===== src/rtl/pattern_runner.sv =====
// -----------------------------------------------------------------------------
// pattern_runner
//
// Purpose:
//   Applies stimulus/expect/mask pattern words to a device under test (DUT).
//   Each accepted word is driven onto dut_pi, held for SETTLE_CYCLES cycles,
//   and then the DUT outputs are strobed and compared against the expected
//   response under the compare mask. Failures are counted and reported. The
//   index of the first failure is remembered. A summary (done/pass) is held
//   after the word marked "last" until clear or rst.
//
// Parameters:
//   NINPUTS        width of the DUT primary-input vector
//   NOUTPUTS       width of the DUT primary-output vector
//   SETTLE_CYCLES  cycles between applying inputs and strobing (1..255)
//   CNT_W          width of the pattern / fail counters (saturating)
//
// Ports:
//   clk             single clock, rising edge
//   rst             synchronous active-high reset
//   pat_valid       pattern word offered by the source
//   pat_ready       runner accepts a pattern word this cycle
//   pat_pi          stimulus {ain[1:0], bin[1:0], sel}
//   pat_xpct        expected response {zout[1], zout[0]}
//   pat_mask        per-bit compare enable (1 = compare)
//   pat_last        final pattern of the set
//   clear           leaves DONE and zeroes results (ignored elsewhere)
//   dut_pi          registered drive to the DUT inputs
//   dut_po          DUT outputs
//   err_valid       pulse during a failing strobe cycle
//   err_bits        masked mismatch bits, valid while err_valid=1
//   fail_count      number of failing patterns
//   pat_count       number of strobed patterns
//   first_fail_idx  0-based index of the first failing pattern
//   first_fail_vld  first_fail_idx holds a valid index
//   done            pattern set complete
//   pass            done with zero failures
// -----------------------------------------------------------------------------
module pattern_runner #(
    parameter int NINPUTS       = 5,
    parameter int NOUTPUTS      = 2,
    parameter int SETTLE_CYCLES = 4,
    parameter int CNT_W         = 16
) (
    input  logic                clk,
    input  logic                rst,
    input  logic                pat_valid,
    output logic                pat_ready,
    input  logic [NINPUTS-1:0]  pat_pi,
    input  logic [NOUTPUTS-1:0] pat_xpct,
    input  logic [NOUTPUTS-1:0] pat_mask,
    input  logic                pat_last,
    input  logic                clear,
    output logic [NINPUTS-1:0]  dut_pi,
    input  logic [NOUTPUTS-1:0] dut_po,
    output logic                err_valid,
    output logic [NOUTPUTS-1:0] err_bits,
    output logic [CNT_W-1:0]    fail_count,
    output logic [CNT_W-1:0]    pat_count,
    output logic [CNT_W-1:0]    first_fail_idx,
    output logic                first_fail_vld,
    output logic                done,
    output logic                pass
);

    typedef enum logic [1:0] {
        ST_IDLE   = 2'd0,
        ST_SETTLE = 2'd1,
        ST_STROBE = 2'd2,
        ST_DONE   = 2'd3
    } state_t;

    // Counter load value: the counter reaching zero marks the final settle
    // cycle, so a load of SETTLE_CYCLES-1 gives exactly SETTLE_CYCLES cycles.
    localparam logic [7:0]       SETTLE_LOAD = 8'(SETTLE_CYCLES - 1);
    localparam logic [CNT_W-1:0] CNT_MAX     = '1;

    state_t              r_state;
    logic [7:0]          r_cnt;
    logic [NOUTPUTS-1:0] r_xpct;
    logic [NOUTPUTS-1:0] r_mask;
    logic                r_last;
    logic [NINPUTS-1:0]  r_dut_pi;
    logic                r_pat_ready;
    logic [CNT_W-1:0]    r_fail_count;
    logic [CNT_W-1:0]    r_pat_count;
    logic [CNT_W-1:0]    r_first_fail_idx;
    logic                r_first_fail_vld;
    logic                r_done;
    logic                r_pass;

    logic [NOUTPUTS-1:0] w_mism;
    logic                w_fail;
    logic                w_err_valid;
    logic [NOUTPUTS-1:0] w_err_bits;
    logic [CNT_W-1:0]    w_fail_next;

    // Saturating increment: holds at all-ones instead of wrapping.
    function automatic logic [CNT_W-1:0] sat_inc(input logic [CNT_W-1:0] v);
        logic [CNT_W-1:0] res;
        if (v == CNT_MAX) begin
            res = v;
        end else begin
            res = v + CNT_W'(1);
        end
        return res;
    endfunction

    // Strobe compare. Masking with AND forces don't-care bits to 0 even when
    // the DUT drives X/Z there, so they can never flag a failure. The error
    // pulse is combinational so it lines up with the strobe cycle itself,
    // and rst suppresses it so a reset mid-strobe emits nothing.
    always_comb begin
        w_mism      = (dut_po ^ r_xpct) & r_mask;
        w_fail      = |w_mism;
        w_err_valid = 1'b0;
        w_err_bits  = '0;
        w_fail_next = r_fail_count;
        if ((r_state == ST_STROBE) && !rst && w_fail) begin
            w_err_valid = 1'b1;
            w_err_bits  = w_mism;
        end else begin
            w_err_valid = 1'b0;
            w_err_bits  = '0;
        end
        if (w_fail) begin
            w_fail_next = sat_inc(r_fail_count);
        end else begin
            w_fail_next = r_fail_count;
        end
    end

    // Runner FSM with all result registers and registered handshake/status.
    always_ff @(posedge clk) begin
        if (rst) begin
            r_state          <= ST_IDLE;
            r_cnt            <= 8'd0;
            r_xpct           <= '0;
            r_mask           <= '0;
            r_last           <= 1'b0;
            r_dut_pi         <= '0;
            r_pat_ready      <= 1'b1;
            r_fail_count     <= '0;
            r_pat_count      <= '0;
            r_first_fail_idx <= '0;
            r_first_fail_vld <= 1'b0;
            r_done           <= 1'b0;
            r_pass           <= 1'b0;
        end else begin
            case (r_state)
                ST_IDLE: begin
                    if (pat_valid && r_pat_ready) begin
                        r_dut_pi    <= pat_pi;
                        r_xpct      <= pat_xpct;
                        r_mask      <= pat_mask;
                        r_last      <= pat_last;
                        r_cnt       <= SETTLE_LOAD;
                        r_pat_ready <= 1'b0;
                        r_state     <= ST_SETTLE;
                    end else begin
                        r_pat_ready <= 1'b1;
                    end
                end
                ST_SETTLE: begin
                    if (r_cnt == 8'd0) begin
                        r_state <= ST_STROBE;
                    end else begin
                        r_cnt <= r_cnt - 8'd1;
                    end
                end
                ST_STROBE: begin
                    r_pat_count <= sat_inc(r_pat_count);
                    r_fail_count <= w_fail_next;
                    // Index is the pre-increment pattern count.
                    if (w_fail && !r_first_fail_vld) begin
                        r_first_fail_idx <= r_pat_count;
                        r_first_fail_vld <= 1'b1;
                    end
                    if (r_last) begin
                        r_done      <= 1'b1;
                        r_pass      <= (w_fail_next == '0);
                        r_pat_ready <= 1'b0;
                        r_state     <= ST_DONE;
                    end else begin
                        r_pat_ready <= 1'b1;
                        r_state     <= ST_IDLE;
                    end
                end
                ST_DONE: begin
                    // dut_pi intentionally keeps its last value across clear.
                    if (clear) begin
                        r_fail_count     <= '0;
                        r_pat_count      <= '0;
                        r_first_fail_idx <= '0;
                        r_first_fail_vld <= 1'b0;
                        r_done           <= 1'b0;
                        r_pass           <= 1'b0;
                        r_pat_ready      <= 1'b1;
                        r_state          <= ST_IDLE;
                    end else begin
                        r_pat_ready <= 1'b0;
                    end
                end
                default: begin
                    r_pat_ready <= 1'b1;
                    r_state     <= ST_IDLE;
                end
            endcase
        end
    end

    assign pat_ready      = r_pat_ready;
    assign dut_pi         = r_dut_pi;
    assign err_valid      = w_err_valid;
    assign err_bits       = w_err_bits;
    assign fail_count     = r_fail_count;
    assign pat_count      = r_pat_count;
    assign first_fail_idx = r_first_fail_idx;
    assign first_fail_vld = r_first_fail_vld;
    assign done           = r_done;
    assign pass           = r_pass;

endmodule


===== config.mk =====
export PLATFORM = sky130hd
export DESIGN_NAME = pattern_runner
export DESIGN_NICKNAME = d
export VERILOG_FILES = /design/src/rtl/pattern_runner.sv
export SDC_FILE = /design/constraint.sdc
export NUM_CORES = 1
export LEC_CHECK = 0
export CORE_MARGIN = 2
export CORE_UTILIZATION = 30
export DETAILED_ROUTE_END_ITERATION = 8
export GPL_ROUTABILITY_DRIVEN = 0
export MAX_ROUTING_LAYER = met4
export PLACE_DENSITY_LB_ADDON = 0.1
export SKIP_CTS_REPAIR_TIMING = 1
export SYNTH_ARGS = -nofsm -noshare
export SYNTH_HDL_FRONTEND = slang
export SYNTH_SLANG_ARGS = --single-unit

===== constraint.sdc =====
create_clock -name clk -period 2.6 [get_ports clk]
set_input_delay 0.26 -clock clk [delete_from_list [all_inputs] [get_ports clk]]
set_output_delay 0.26 -clock clk [all_outputs]
set_load 0.03 [all_outputs]

==> impl_metrics.yaml, run 1 <==
synth:
  synth_cell_types: 50
  synth.cell_area_mm2: 0.003451
  synth_warnings: 0
  synth_fp_nets: 439
  yosysSeqAreaShare: 0.4177
  synthCells: 419
  avgSynthCellArea_um2: 8.236
  ys_ff_latch: 72
sta:
  rsz0062_at_grt: "no"
  fin_worst_skew_ns: 0.006651
  slew-limit-headroom: 0.3520
  fmax_ghz: 0.4359
  drv_slew: 0
  period_needed_ns: 2.294
  worst_pin_slew_ns: 0.9684
  hold_viol: 0
  setup_ws_ns: 0.3058
  setup_viol: 0
  fin_crit_sh: 0.8824
place:
  place_hpwl_um: 6561
  dp_cells: 636
  place_worst_setup_slack_ns: -0.03340
  portBuffers: 75
  place_area_mm2: 0.004393
drt:
  dr.pass1.iters: 4
  detail-route-antenna-nets: 0
  wl_um: 9103
  via_per_inst: 4.931
  drt_iter0_drc: 173
  num_vias: 3215
  remaining_drc_errors: 0
  detail_route.wl_per_cell_um: 13.96
critical_path:
  worst_ep_arrival_time_ns: 2.55
  path_class: "input pin to register"
  path_cells: "clkdlybuf4s50_1, xor2_1, a22oi_2, nor4_1, xnor2_1, o221ai_1, or4_1, o21ai_1"
  cp.depth: 8
  r2r_setup_slack_ns: 0.32
  slowest_stage: "or4_1"
  slowest_delay_ns: 0.51
  worst-path-buf-inv: 1
  cp_max_fo: 9
  cp_top_family: "simple AND/OR/NAND/NOR gates"
  required_ns: 2.86
  start_kind: "input pin"
  r2r_cells: 7
  end_kind: "register"
cells_and_area:
  nets: 524
  drive_gt1_frac: 0.1002
  final_cell_area_mm2: 0.004690
  syn_to_final_growth_pct: 35.90
  fin_cells: 652
  antenna_cells: 0
  layout_common_cells: "dfxtp_1 (72), clkdlybuf4s50_1 (72), nand2_1 (53), nor2_1 (53), a21oi_1 (29)"
power_and_ir_drop:
  power_density_mw_per_mm2: 682.3
  p_int_mw: 2.217
  switching_share: 0.3072
  p_seq_frac: 0.396
  peakVddDrop_mv: 0.2700
  p_leak_nw: 1.633
  p_comb_frac: 0.218
  p_switching_mw: 0.9828
  clock_power_share: 0.386
global_routing:
  grt_pass1_wl_um: 15340
  grt_antenna_before_repair: 0
  grt_pass1_vias: 2994
  gr-total-overflow: 0
  grt_util_all_layers: 0.1558
  grt_max_degree: 44
cts:
  cts_tree: "built"
  max-clock-path-buffers: 2
  htreeDepth: 3
  numCtsBuffers: 9
  cts_root_buf: "clkbuf_16"
  cts.sinks: 72
  clkTransAtPathRegs_ns: 0.06
  clock_latency_ns: 0.33
flow_run:
  maxCapViolCount: 0
die:
  row_count: 39
  ios: 76
  dieHeight_um: 111.3
  start_util: 0.3048
  core_area_mm2: 0.01132
  die_area_mm2: 0.01238
  die_x_um: 111.3
worst_hold_path:
  hold_depth: 2
  hp-class: "register to register"
outcome:
  status: "complete, no violations"
[metal layers]
| metal | up-vias | track usage | wire length (um) |
|---|---|---|---|
| met4 | 0 | 0.04444 | 61 |
| met5 | - | - | 0 |
| li1 | 1668 | - | - |
| met3 | 6 | 0.04866 | 421 |
| met2 | 66 | 0.2199 | 3969 |
| met1 | 1475 | 0.2145 | 4649 |
[synth_stat cells, drive strengths merged]
library cell / number / area, um^2
and3: 5 / 42.54
nand4b: 1 / 8.760
clkbuf: 18 / 83.83
nand4: 10 / 62.56
nor3: 20 / 100.1
o221ai: 1 / 8.760
o2111ai: 1 / 8.760
xor2: 11 / 96.34
and4: 3 / 26.28
o31ai: 2 / 15.01
ha: 4 / 50.05
a22oi: 7 / 57.55
a21oi: 29 / 145.1
nand2: 53 / 198.9
nor4: 12 / 81.33
nor2: 53 / 198.9
a2bb2oi: 1 / 8.760
a22o: 13 / 113.9
inv: 9 / 33.78
a311oi: 4 / 35.03
a41o: 1 / 10.01
a21o: 2 / 15.01
or2b: 1 / 7.510
xnor2: 16 / 140.1
mux2: 1 / 11.26
o21ai: 15 / 75.07
o21a: 1 / 7.510
nand3: 18 / 90.09
a211oi: 6 / 45.04
o211ai: 2 / 15.01
buf: 8 / 83.82
or3: 3 / 18.77
o311a: 1 / 10.01
mux2i: 2 / 20.02
dfxtp: 72 / 1441
or2: 2 / 12.51
a31oi: 5 / 31.28
or4: 2 / 15.01
nand2b: 4 / 25.02
[cells by family (layout without fill, tap and decap cells)]
group | after synthesis | count (layout) | synth area share
multiplexers | 3 | 3 | 0.009065
AO/OA/AOI/OAI | 91 | 91 | 0.1744
buffers and inverters | 35 | 125 | 0.05837
AND/OR/NAND/NOR | 187 | 187 | 0.2574
flip-flops | 72 | 72 | 0.4177
adder cells (fa/ha/maj) | 4 | 4 | 0.01450
XOR/XNOR | 27 | 27 | 0.06853
[sequential cells by signal, summed over array words and instances, names as in the netlist]
signal	count
done	1
dut_pi	5
fail_count	16
first_fail_idx	16
first_fail_vld	1
pass	1
pat_count	16
pat_ready	1
r_cnt	8
r_last	1
r_mask	2
r_state	2
r_xpct	2
[final timing paths]
kind	startpoint	end
max	dut_po[1]	pass
min	dut_pi[2]	dut_pi[2]
max reg2reg	fail_count[0]	pass
min reg2reg	dut_pi[2]	dut_pi[2]
[worst min-delay path, delay by kind of cell (launching register included)]
| family | cells | cell delay (ns) |
|---|---|---|
| AO/OA/AOI/OAI | 1 | 0.05 |
| flip-flops | 1 | 0.30 |
| AND/OR/NAND/NOR | 1 | 0.05 |
[layout make-up]
class / count / area, um^2
Fill cell: 1174 / 6631
Multi-Input combinational cell: 312 / 1808
Sequential cell: 72 / 1441
Timing Repair Buffer: 100 / 930.9
Clock buffer: 10 / 229.0
Tap cell: 143 / 178.9
Clock inverter: 6 / 67.56
Inverter: 9 / 33.78
[metrics by stage]
step / total power, mW / TNS, ns / hold WS [ns] / util
2_1_floorplan: 1.773 / 0 / 0.3960 / -
3_3_place_gp: 1.988 / 0 / 0.4437 / 0.3880
3_5_place_dp: 1.993 / -0.03340 / 0.4498 / 0.3880
4_1_cts: 3.253 / 0 / 0.4543 / 0.4142
5_1_grt: 3.396 / 0 / 0.4763 / 0.4142
6_report: 3.200 / 0 / 0.4524 / 0.4142
[power groups by stage]
stage               logic [mW]  registers (mW)  clock network, mW
global route             0.784            1.28               1.33
global placement         0.700            1.29                  0
finish                   0.697            1.27               1.24
CTS                      0.709            1.27               1.28
detailed placement       0.704            1.29                  0
floorplan                0.459            1.31                  0
(Power assumes the default switching activity.)
==> run 2: changes to the inputs <==
--- a/config.mk
+++ b/config.mk
@@ -6,7 +6,7 @@
 export NUM_CORES = 1
 export LEC_CHECK = 0
 export CORE_MARGIN = 2
-export CORE_UTILIZATION = 30
+export CORE_UTILIZATION = 25
 export DETAILED_ROUTE_END_ITERATION = 8
 export GPL_ROUTABILITY_DRIVEN = 0
 export MAX_ROUTING_LAYER = met4
==> run 2 against run 1 <==
Largest power group is now clock. Critical endpoint unchanged. Routed wire length grew 6.5%. Hold slack got worse by 0.00067 ns. Clock-buffer cell count is the same. Largest cell class unchanged. Fmax decreased by 3.9%.
==> impl_metrics.yaml, run 2 (synthesized netlist as in run 1, its figures left out) <==
sta:
  setup_ws_ns: 0.2135
  setup_viol: 0
  hold_viol: 0
  slew-limit-headroom: 0.3227
  drv_slew: 0
  fin_worst_skew_ns: 0.006534
  fin_crit_sh: 0.9179
  rsz0062_at_grt: "no"
  worst_pin_slew_ns: 1.012
  fmax_ghz: 0.4190
  period_needed_ns: 2.387
critical_path:
  start_kind: "register"
  path_cells: "and3_4, nand3_1, nor4_2, xnor2_1, o221ai_1, or4_1, o21ai_1"
  cp_max_fo: 7
  worst_ep_arrival_time_ns: 2.66
  slowest_stage: "or4_1"
  worst-path-buf-inv: 0
  slowest_delay_ns: 0.52
  end_kind: "register"
  crit_start: "fail_count[5]"
  r2r_start: "fail_count[5]"
  path_class: "register to register"
  cp_top_family: "simple AND/OR/NAND/NOR gates"
  required_ns: 2.87
cells_and_area:
  layout_common_cells: "dfxtp_1 (72), clkdlybuf4s50_1 (72), nand2_1 (53), nor2_1 (53), a21oi_1 (29)"
  syn_to_final_growth_pct: 38.36
  nets: 525
  drive_gt1_frac: 0.1041
  final_cell_area_mm2: 0.004775
  antenna_cells: 0
power_and_ir_drop:
  peakVddDrop_mv: 0.4415
  power_density_mw_per_mm2: 688.8
  p_leak_nw: 1.640
worst_hold_path:
  worstHoldStart: "dut_pi[3]"
  hp-class: "register to register"
cts:
  cts.sinks: 72
  htreeDepth: 3
  numCtsBuffers: 9
  cts_tree: "built"
  cts_root_buf: "clkbuf_16"
  clkTransAtPathRegs_ns: 0.06
  max-clock-path-buffers: 2
  clock_latency_ns: 0.34
global_routing:
  use_met2: 0.2107
  grt_max_degree: 44
  grt_antenna_before_repair: 0
  grt_util_all_layers: 0.1431
  use_met3: 0.05028
  grt_pass1_vias: 3019
  gr-total-overflow: 0
  use_met1: 0.1856
  grt_pass1_wl_um: 15940
  busiest_layer: "met2"
drt:
  detail_route.wl_per_cell_um: 14.15
  via_per_inst: 4.740
  drt_iter0_drc: 134
  detail-route-antenna-nets: 0
  num_vias: 3247
  dr.pass1.iters: 4
  remaining_drc_errors: 0
  wl_um: 9693
die:
  start_util: 0.2585
  ios: 76
  core_area_mm2: 0.01335
  dieHeight_um: 121.5
  die_x_um: 121.5
  die_area_mm2: 0.01476
  row_count: 42
outcome:
  status: "complete, no violations"
place:
  place_area_mm2: 0.004454
  place_hpwl_um: 6920
  portBuffers: 75
  place_worst_setup_slack_ns: -0.09364
flow_run:
  maxCapViolCount: 0
run 2: changes by cell type in the layout (fill, tap and decap cells not counted), sizes merged:
cell and delta:
clkinvlp +1, clkinv -2, buf +1, bufinv +1, inv -1
run 2: stage by stage:
step / std cells / total power, mW / utilization / hold WS [ns] / TNS [ns]
2_1_floorplan: 419 / 1.773 / - / 0.3960 / 0
3_3_place_gp: 670 / 1.994 / 0.3337 / 0.4441 / -0.01909
3_5_place_dp: 670 / 1.998 / 0.3337 / 0.4488 / -0.4352
4_1_cts: 685 / 3.347 / 0.3570 / 0.4511 / 0
5_1_grt: 685 / 3.488 / 0.3577 / 0.4741 / 0
6_report: 685 / 3.289 / 0.3577 / 0.4518 / 0
run 2: worst register-to-register path: stages (launching register included):
cell and delay (ns):
dfxtp_1 0.44, and3_4 0.25, nand3_1 0.24, nor4_2 0.45
xnor2_1 0.16, o221ai_1 0.15, or4_1 0.52, o21ai_1 0.12
run 2: per-layer routing:
| layer | vias up | wire length, um |
|---|---|---|
| li1 | 1670 | - |
| met5 | - | 0 |
| met3 | 11 | 527 |
| met4 | 0 | 131 |
| met2 | 72 | 4218 |
| met1 | 1494 | 4816 |
run 2: power breakdown:
| part | internal [mW] | switching [mW] | total, mW |
|---|---|---|---|
| logic | 0.280 | 0.421 | 0.701 |
| clock network | 0.835 | 0.487 | 1.32 |
| registers | 1.19 | 0.0760 | 1.27 |
run 2: area by class of cell:
cell class | instances | area (um^2)
clock buffer | 10 | 229.0
clock inverter | 5 | 82.58
fill | 1435 | 8573
inverter | 9 | 33.78
multi-input combinational | 312 | 1817
sequential | 72 | 1441
tap | 176 | 220.2
timing repair buffer | 101 | 950.9
run 2: path summary, 6_finish.rpt:
kind / endpoint / slack, ns / cells after the start
min: dut_pi[3] / 0.45 / 2
max: pass / 0.21 / 7
min reg2reg: dut_pi[3] / 0.45 / 2
max reg2reg: pass / 0.21 / 7
==> run 3: changes to the inputs <==
--- a/config.mk
+++ b/config.mk
@@ -11,7 +11,9 @@
 export GPL_ROUTABILITY_DRIVEN = 0
 export MAX_ROUTING_LAYER = met4
 export PLACE_DENSITY_LB_ADDON = 0.1
+export SETUP_SLACK_MARGIN = 0.4
 export SKIP_CTS_REPAIR_TIMING = 1
 export SYNTH_ARGS = -nofsm -noshare
 export SYNTH_HDL_FRONTEND = slang
 export SYNTH_SLANG_ARGS = --single-unit
+export TNS_END_PERCENT = 20
==> run 3 against run 2 <==
Cell count up 0.58%. Hold slack worse by 0.0018 ns. Sequential power about the same. Combinational power up 3%. Critical path depth unchanged. Sequential share of layout area down 0.38 points. Clock skew about the same.
==> impl_metrics.yaml, run 3 (synthesized netlist as in run 1, its figures left out) <==
cts:
  numCtsBuffers: 9
  clock_latency_ns: 0.35
  htreeDepth: 3
  cts_tree: "built"
  max-clock-path-buffers: 2
  cts_root_buf: "clkbuf_16"
  cts.sinks: 72
  clkTransAtPathRegs_ns: 0.06
drt:
  drt_iter0_drc: 233
  detail-route-antenna-nets: 0
  dr.pass1.iters: 6
  via_per_inst: 4.804
  num_vias: 3310
  remaining_drc_errors: 0
  wl_um: 9956
  detail_route.wl_per_cell_um: 14.45
die:
  die_area_mm2: 0.01476
  dieHeight_um: 121.5
  row_count: 42
  die_x_um: 121.5
  core_area_mm2: 0.01335
  start_util: 0.2585
  ios: 76
global_routing:
  grt_util_all_layers: 0.1427
  grt_antenna_before_repair: 0
  gr-total-overflow: 0
  grt_max_degree: 45
  grt_pass1_wl_um: 15880
  grt_pass1_vias: 3190
sta:
  setup_viol: 0
  whs_ns: 0.4500
  hold_viol: 0
  rsz0062_at_grt: "yes"
  slew-limit-headroom: 0.6022
  setup_tns_ns: 0
  period_needed_ns: 2.177
  fin_worst_skew_ns: 0.006061
  fmax_ghz: 0.4593
  fin_crit_sh: 0.8374
  drv_slew: 0
  worst_pin_slew_ns: 0.5928
cells_and_area:
  layout_common_cells: "clkdlybuf4s50_1 (70), dfxtp_1 (57), nand2_1 (52), nor2_1 (50), buf_4 (31)"
  fin_cells: 689
  fillerInstances: 1398
  final_common_cell: "clkdlybuf4s50_1"
  drive_gt1_frac: 0.1618
  antenna_cells: 0
  nets: 528
  syn_to_final_growth_pct: 42.46
  final_cell_area_mm2: 0.004916
critical_path:
  start_kind: "register"
  required_ns: 2.88
  cp_max_fo: 7
  worst_ep_arrival_time_ns: 2.46
  end_kind: "register"
  path_class: "register to register"
power_and_ir_drop:
  p_switching_mw: 1.028
  p_int_mw: 2.311
  p_leak_nw: 1.689
  total_power_mw: 3.339
  p_comb_frac: 0.215
  clock_power_share: 0.403
  power_density_mw_per_mm2: 679.3
  switching_share: 0.3079
  p_seq_frac: 0.381
  peakVddDrop_mv: 0.4001
worst_hold_path:
  hp-class: "input pin to register"
place:
  place_hpwl_um: 6965
  portBuffers: 75
  place_area_mm2: 0.004478
  dp_cells: 669
outcome:
  status: "complete, no violations"
flow_run:
  maxCapViolCount: 0
run 3: cell types whose count changed in the layout (fill, tap and decap cells not counted), sizes merged:
cell / delta
clkinv: +2
clkdlybuf4s50: -2
dlymetal6s2s: +2
a22oi: +1
bufinv: -1
clkinvlp: -1
clkbuf: +1
buf: +2
run 3: area by class of cell:
class	count	area, um^2	area share
Clock buffer	11	264.0	0.05370
Multi-Input combinational cell	313	1912	0.3889
Clock inverter	5	62.56	0.01273
Inverter	9	33.78	0.006872
Timing Repair Buffer	103	958.4	0.1950
Sequential cell	72	1465	0.2980
Tap cell	176	220.2	0.04480
run 3: power groups by stage:
stage / registers (mW) / clock network, mW / logic [mW]
after floorplan: 1.31 / 0 / 0.461
after global placement: 1.29 / 0 / 0.708
after detailed placement: 1.29 / 0 / 0.716
after CTS: 1.27 / 1.39 / 0.717
after global routing: 1.29 / 1.43 / 0.814
final: 1.27 / 1.35 / 0.719
run 3: stage by stage:
stage / worst slack (ns) / util
2_1_floorplan: 0.4017 / -
3_3_place_gp: 0.03371 / 0.3355
3_5_place_dp: -0.04953 / 0.3355
4_1_cts: 0.2795 / 0.3600
5_1_grt: 0.2790 / 0.3683
6_report: 0.4227 / 0.3683
run 3: worst max-delay path: stages, from the launching register on:
cell     delay [ns]
dfxtp_2        0.40
ha_4           0.20
nand2_2        0.12
nor2_2         0.18
and4_1         0.22
mux2_2         0.34
or4_1          0.50
o21ai_1        0.14
run 3: layer usage:
metal	vias to the layer above	GRT usage	wire, um
met5	-	-	0
li1	1681	-	-
met4	0	0.06034	231
met2	88	0.2166	4434
met1	1525	0.1738	4624
met3	16	0.04699	667
run 3: path summary, 6_finish.rpt:
| check | start | to | slack (ns) | depth (start not counted) |
|---|---|---|---|---|
| max | fail_count[1] | pass | 0.42 | 7 |
| min | pat_xpct[1] | r_xpct[1] | 0.45 | 3 |
| min reg2reg | dut_pi[4] | dut_pi[4] | 0.45 | 2 |
| max reg2reg | fail_count[1] | pass | 0.42 | 7 |
